`src/rtl/matrix_pkg.sv`:
```
// Shared types and constants for the badge LED matrix scan driver.
// Optional button debounce is selected with the MATRIX_BTN_DEBOUNCE_EN macro.
package matrix_pkg;

    localparam int MATRIX_ROWS = 16;
    localparam int MATRIX_COLS = 16;
    localparam int BTN_W       = 3;
    localparam int COL_W       = $clog2(MATRIX_COLS);
    localparam int BIT_W       = $clog2(MATRIX_ROWS);

    typedef enum logic [2:0] {
        ST_IDLE     = 3'd0,
        ST_LOAD     = 3'd1,
        ST_SHIFT_LO = 3'd2,
        ST_SHIFT_HI = 3'd3,
        ST_LATCH    = 3'd4,
        ST_DWELL    = 3'd5
    } scan_state_t;

    typedef logic [MATRIX_ROWS-1:0] row_word_t;

    function automatic logic [COL_W-1:0] col_inc(input logic [COL_W-1:0] col);
        return col + 4'd1;
    endfunction

endpackage

```
`src/rtl/button_sync.sv`:
```
// CPLD button code synchroniser with optional debounce (MATRIX_BTN_DEBOUNCE_EN)
// and new-press event detection.
module button_sync
    import matrix_pkg::*;
#(
    parameter int DEBOUNCE = 1024
) (
    input  logic             clk,
    input  logic             rst_n,
    input  logic [BTN_W-1:0] code,
    output logic [BTN_W-1:0] button,
    output logic             button_event
);

    logic [BTN_W-1:0] sync1_r;
    logic [BTN_W-1:0] sync2_r;
    logic [BTN_W-1:0] button_r;
    logic             event_r;
    logic             accept_s;
    logic [BTN_W-1:0] accept_code_s;

    // Two-flop synchroniser for the asynchronous CPLD code
    always_ff @(posedge clk or negedge rst_n) begin
        if (!rst_n) begin
            sync1_r <= 3'd0;
            sync2_r <= 3'd0;
        end else begin
            sync1_r <= code;
            sync2_r <= sync1_r;
        end
    end

`ifdef MATRIX_BTN_DEBOUNCE_EN
    localparam int CNT_W = $clog2(DEBOUNCE + 1);

    logic [BTN_W-1:0] cand_r;
    logic [CNT_W-1:0] cnt_r;
    logic             cnt_full_s;

    // Restart the stability count whenever the synchronised code moves
    always_ff @(posedge clk or negedge rst_n) begin
        if (!rst_n) begin
            cand_r <= 3'd0;
            cnt_r  <= '0;
        end else if (sync2_r != cand_r) begin
            cand_r <= sync2_r;
            cnt_r  <= '0;
        end else if (!cnt_full_s) begin
            cnt_r <= cnt_r + CNT_W'(1);
        end else begin
            cnt_r <= cnt_r;
        end
    end

    // Accept the candidate once it has been stable long enough
    always_comb begin
        cnt_full_s    = (cnt_r == CNT_W'(DEBOUNCE - 1));
        accept_s      = (sync2_r == cand_r) && cnt_full_s;
        accept_code_s = cand_r;
    end
`else
    // Without debounce the synchroniser output is taken every cycle
    always_comb begin
        accept_s      = 1'b1;
        accept_code_s = sync2_r;
    end
`endif

    // Accepted code and one-cycle pulse on a change to a nonzero code
    always_ff @(posedge clk or negedge rst_n) begin
        if (!rst_n) begin
            button_r <= 3'd0;
            event_r  <= 1'b0;
        end else if (accept_s) begin
            button_r <= accept_code_s;
            event_r  <= (accept_code_s != button_r) && (accept_code_s != 3'd0);
        end else begin
            event_r  <= 1'b0;
        end
    end

    assign button       = button_r;
    assign button_event = event_r;

endmodule

```
`src/rtl/matrix_scan_tx.sv`:
```
// Host-side LED matrix scan driver: frame buffer, serial row shifter, column
// dwell sequencer and button receiver (debounce via MATRIX_BTN_DEBOUNCE_EN).
module matrix_scan_tx
    import matrix_pkg::*;
#(
    parameter int CLK_DIV  = 4,
    parameter int DWELL    = 256,
    parameter int DEBOUNCE = 1024
) (
    input  logic        clk,
    input  logic        rst_n,
    input  logic        enable,
    input  logic        wr_en,
    input  logic [3:0]  wr_col,
    input  logic [15:0] wr_data,
    output logic        row_clk,
    output logic        row_data,
    output logic [3:0]  column,
    output logic        blank,
    output logic        frame_start,
    input  logic [2:0]  button_code,
    output logic [2:0]  button,
    output logic        button_event
);

    localparam int DIV_W   = $clog2(CLK_DIV + 1);
    localparam int DWELL_W = $clog2(DWELL + 1);

    scan_state_t        state_r, state_s;
    row_word_t          fb_r [MATRIX_COLS];
    row_word_t          shreg_r;
    logic [COL_W-1:0]   col_r, col_s;
    logic [DIV_W-1:0]   div_cnt_r;
    logic [BIT_W-1:0]   bit_cnt_r;
    logic [DWELL_W-1:0] dwell_cnt_r;
    logic               row_clk_r, blank_r, frame_start_r;
    logic [COL_W-1:0]   column_r;
    logic               div_done_s, dwell_done_s, last_bit_s, shifting_s;

    // Next-state and next-column decode
    always_comb begin
        state_s      = state_r;
        col_s        = col_r;
        shifting_s   = (state_r == ST_SHIFT_LO) || (state_r == ST_SHIFT_HI);
        div_done_s   = (div_cnt_r == DIV_W'(CLK_DIV - 1));
        dwell_done_s = (dwell_cnt_r == DWELL_W'(DWELL - 1));
        last_bit_s   = (bit_cnt_r == 4'd15);
        case (state_r)
            ST_IDLE: begin
                if (enable) begin
                    state_s = ST_LOAD;
                    col_s   = 4'd0;
                end else begin
                    state_s = ST_IDLE;
                end
            end
            ST_LOAD:     state_s = ST_SHIFT_LO;
            ST_SHIFT_LO: begin
                if (div_done_s) state_s = ST_SHIFT_HI;
                else            state_s = ST_SHIFT_LO;
            end
            ST_SHIFT_HI: begin
                if (div_done_s) state_s = last_bit_s ? ST_LATCH : ST_SHIFT_LO;
                else            state_s = ST_SHIFT_HI;
            end
            ST_LATCH:    state_s = ST_DWELL;
            ST_DWELL: begin
                if (dwell_done_s) begin
                    col_s   = col_inc(col_r);
                    state_s = enable ? ST_LOAD : ST_IDLE;
                end else begin
                    state_s = ST_DWELL;
                end
            end
            default:     state_s = ST_IDLE;
        endcase
    end

    // Sequencer state, timing counters and the row shift register
    always_ff @(posedge clk or negedge rst_n) begin
        if (!rst_n) begin
            state_r     <= ST_IDLE;
            col_r       <= 4'd0;
            div_cnt_r   <= '0;
            dwell_cnt_r <= '0;
            bit_cnt_r   <= 4'd0;
            shreg_r     <= 16'h0000;
        end else begin
            state_r     <= state_s;
            col_r       <= col_s;
            div_cnt_r   <= (shifting_s && !div_done_s) ? div_cnt_r + DIV_W'(1) : '0;
            dwell_cnt_r <= (state_r == ST_DWELL && !dwell_done_s) ?
                           dwell_cnt_r + DWELL_W'(1) : '0;
            case (state_r)
                ST_LOAD: begin
                    shreg_r   <= fb_r[col_r];
                    bit_cnt_r <= 4'd0;
                end
                ST_SHIFT_HI: begin
                    // Clearing after the last bit parks row_data low for LATCH
                    if (div_done_s) begin
                        bit_cnt_r <= bit_cnt_r + 4'd1;
                        shreg_r   <= last_bit_s ? 16'h0000 :
                                     {shreg_r[MATRIX_ROWS-2:0], 1'b0};
                    end
                end
                default: begin
                    shreg_r <= shreg_r;
                end
            endcase
        end
    end

    // Output registers, decoded from the state being entered
    always_ff @(posedge clk or negedge rst_n) begin
        if (!rst_n) begin
            row_clk_r     <= 1'b0;
            blank_r       <= 1'b1;
            frame_start_r <= 1'b0;
            column_r      <= 4'd0;
        end else begin
            row_clk_r     <= (state_s == ST_SHIFT_HI);
            blank_r       <= (state_s != ST_DWELL);
            frame_start_r <= (state_s == ST_LOAD) && (col_s == 4'd0);
            if (state_s == ST_LATCH) column_r <= col_r;
        end
    end

    // Frame buffer; a write in the LOAD cycle lands after LOAD has read
    always_ff @(posedge clk or negedge rst_n) begin
        if (!rst_n) begin
            for (int i = 0; i < MATRIX_COLS; i++) fb_r[i] <= 16'h0000;
        end else if (wr_en) begin
            fb_r[wr_col] <= wr_data;
        end
    end

    assign row_clk     = row_clk_r;
    assign row_data    = shreg_r[MATRIX_ROWS-1];
    assign column      = column_r;
    assign blank       = blank_r;
    assign frame_start = frame_start_r;

    button_sync #(.DEBOUNCE(DEBOUNCE)) u_button_sync (
        .clk          (clk),
        .rst_n        (rst_n),
        .code         (button_code),
        .button       (button),
        .button_event (button_event)
    );

endmodule

```
`config.mk`:
```
export PLATFORM = sky130hd
export DESIGN_NAME = matrix_scan_tx
export DESIGN_NICKNAME = d
export VERILOG_FILES = /design/src/rtl/matrix_pkg.sv /design/src/rtl/button_sync.sv /design/src/rtl/matrix_scan_tx.sv
export SDC_FILE = /design/constraint.sdc
export NUM_CORES = 1
export LEC_CHECK = 0
export BUFFER_PORTS_ARGS = -buffer_cell sky130_fd_sc_hd__buf_2
export CAP_MARGIN = 15
export CORE_MARGIN = 4
export CORE_UTILIZATION = 35
export CTS_BUF_LIST = sky130_fd_sc_hd__clkbuf_8
export CTS_CLUSTER_SIZE = 8
export DETAILED_ROUTE_END_ITERATION = 10
export REMOVE_ABC_BUFFERS = 1
export SLEW_MARGIN = 40
export SYNTH_ARGS = -nofsm -noshare
export SYNTH_HDL_FRONTEND = slang
export SYNTH_HIERARCHICAL = 1
export SYNTH_SLANG_ARGS = --single-unit
```
`constraint.sdc`:
```
create_clock -name clk -period 3.08 [get_ports clk]
set_clock_uncertainty 0.1 [all_clocks]
set_input_delay 0.308 -clock clk [delete_from_list [all_inputs] [get_ports clk]]
set_output_delay 0.308 -clock clk [all_outputs]
set_load 0.02 [all_outputs]
```
==> metrics <==
WP data required 3440 ps; worst hold slack 42.2 ps; Final Max Tran Viols 0; max incr delay on CP 860 ps; min Tclk post-route 2430 ps; CTS H-Tree Depth 2; 1st-pass router iterations 5; WP data arrival 2780 ps; Antenna Violating Nets Remaining 0; ys async rst share 100%; Core Footprint 40800 sq um; Overflow after GRT 0; Pleak 7.10 nW; CTS buffer count 54; hold path start wr_data[14]; later-pin clock latency in the skew report 610 ps; yosys warns 6; sequential fraction of the synthesis area 54.0%; Reg-to-Reg Start col_r[0]$_DFF_PN0_; max-cap violations 0; worst-path maximum fanout 36; chip width 211 um; Area contributors post-synth dfrtp_1, mux2_2, mux4_2; Final GP Congestion 0.766; routed vias 8636; unrepaired setup endpoints after global routing false; post-synthesis cell type count 60; DRC 0; Reg2Reg Setup Slack 650 ps; FP Rows 74; largest net degree at the start of global routing 83; commonest non-fill, non-tap cell in the layout dfrtp_1; clock slew at reported path FFs 60 ps; DIE AREA 44700 sq um; Rel. slew slack 50.9%; Final Hold Fails 0; dpl hpwl 22.2 mm; post-synth top area share 53.8%; drt total wl 35.2 mm; CTS Buffer Depth 3; CTS tree built; I/O Buffers 38; slowest CP cell dfrtp_4; Synth Register Bits 312; initial DRC count 482; Hold Crit Depth 2; first-pass GRT wire length 55.3 mm; power density cells 716 nW/um^2; worst-path cell chain mux4_1 -> mux2_2 -> a211oi_1 -> a311oi_1; postcts setup bufs 0; area delta synth->final 14.4%; Max Freq 412 MHz; layout cells sized above 1 42.6%; syn avg cell area 14.6 sq um; Worst-Margin Slew 736 ps; Cell Area, Synth 14500 sq um; synthesized instance count 992; worst hold endpoint fb_r[126]$_DFFE_PN0P_; GR peak layer met2; period utilization 78.7%; met3 Usage GRT 4.27%; met1 Use GR 21.6%; met2 global-route usage 25.9%; vias in the first global route 9168; vias per inst 5.27; final net count 1096; Post-Route Utilization 40.5%; I/O Pins 39; CP Capture Type flip-flop; wire length per cell 21.5 um; Peak VDD IR 317 uV; Worst Setup SP col_r[0]$_DFF_PN0_; commonest cells after routing, fill and taps aside dfrtp_1, mux2_2, clkbuf_8; Top FF cell, synth dfrtp_1; FF-to-FF End shreg_r[11]$_DFFE_PN0P_; Setup CP Type reg -> reg; Root Buffer clkbuf_8; Tot GR Track Use 16.0%; power consumption 0.0119 W; type of origin of the critical path flip-flop; Die Height 211 um; Reg2Reg Depth 4; worst hold path class in -> reg; post-synth top area cell dfrtp_1; antenna violations before repair 3; final setup fails 0; Initial Util 35.4%; EDFF count, synth 0; run status finished clean; Sink Count 312
## how the worst max path moves through the flow
stage,end,slack [ps]
finish,shreg_r[11]$_DFFE_PN0P_,650
global route,frame_start$_DFF_PN0_,510
CTS,shreg_r[11]$_DFFE_PN0P_,630
detailed placement,shreg_r[0]$_DFFE_PN0P_,680
global placement,shreg_r[0]$_DFFE_PN0P_,710
floorplan,shreg_r[11]$_DFFE_PN0P_,-900
## cells in the mapped netlist (2+ instances only)
cell,n
dfrtp_1,311
mux2_2,253
nand2_1,59
mux4_2,35
nor2_1,33
buf_2,30
mux4_1,26
clkbuf_1,25
mux2_1,14
nand3_1,14
nor2b_1,14
o2bb2ai_1,13
a21oi_1,12
nor4_1,12
and4_1,10
inv_1,10
mux2i_1,10
o21ai_0,10
clkbuf_8,9
nand2b_1,9
ha_1,6
nor3_1,6
buf_6,5
nand3b_1,5
or3_1,5
xnor2_1,5
a211oi_1,4
a311oi_1,4
and3_1,3
nand4_1,3
a22o_1,2
a22o_2,2
a2bb2oi_1,2
buf_12,2
buf_4,2
nor3b_1,2
nor3b_2,2
## registers in the layout (all words and copies together), names as in the netlist
signal                       flops
bit_cnt_r                        4
blank                            1
col_r                            4
column                           4
div_cnt_r                        3
dwell_cnt_r                      9
fb_r                           256
frame_start                      1
row_clk                          1
shreg_r                         16
state_r                          3
u_button_sync/accept_code_s      3
u_button_sync/button             3
u_button_sync/button_event       1
u_button_sync/sync1_r            3
## critical path: cells and delay by family, from the launching register on
| family | cells | cell delay [ps] |
|---|---|---|
| multiplexers | 2 | 920 |
| flip-flops | 1 | 860 |
| AO/OA/AOI/OAI | 2 | 350 |
## through the flow
step | worst slack (ps) | TNS [ps] | instance area, sq um | std cells
after global routing | 512 | 0 | 16600 | 1639
after CTS | 635 | 0 | 16600 | 1639
after detailed placement | 682 | 0 | 15300 | 1533
final | 655 | 0 | 16600 | 1640
after global placement | 709 | 0 | 15300 | 1533
after floorplan | -899 | -13870 | 14000 | 919
## repair_timing
item                                   in CTS  in global routing
endpoints found under the hold margin      82                  0
resized for setup                           0                  0
hold buffers                                6                  0
## per-layer routing
layer  part of all wire (%)  wire length [um]  vias up
li1                       -                 -     3845
met1                     45             15900     4561
met2                     47             16700      167
met3                    5.2              1850       59
met4                    2.0               713        4
met5                  0.088                31        -
## cells by family (layout without fill, tap and decap cells)
logic type                 after synthesis  in the layout  share of synthesized area, %
and+or+nand+nor                        185            185                          6.79
other                                    0              1                             0
AOI/OAI and AO/OA                       62             62                          3.16
DFF                                    312            312                          54.0
buffers and inverters                   83            198                          3.57
xor gates and xnor gates                 6              6                         0.363
adders and majority gates                6              6                         0.519
muxes                                  338            338                          31.6
## layout make-up
type,instances,area (sq um)
diodes,1,2.50
inverters,10,37.5
clock inverters,26,138
multi-input cells,597,6170
clock buffers,74,1020
flip-flops and latches,312,7810
repair buffers,88,716
fillers,3808,24300
well taps,532,666
## where the power goes
group / internal [W] / total, W / switching (W)
Clock: 0.00221 / 0.00392 / 0.00170
Sequential: 0.00505 / 0.00561 / 0.000568
Combinational: 0.00125 / 0.00233 / 0.00108
Power figures use the tool's default switching activity.
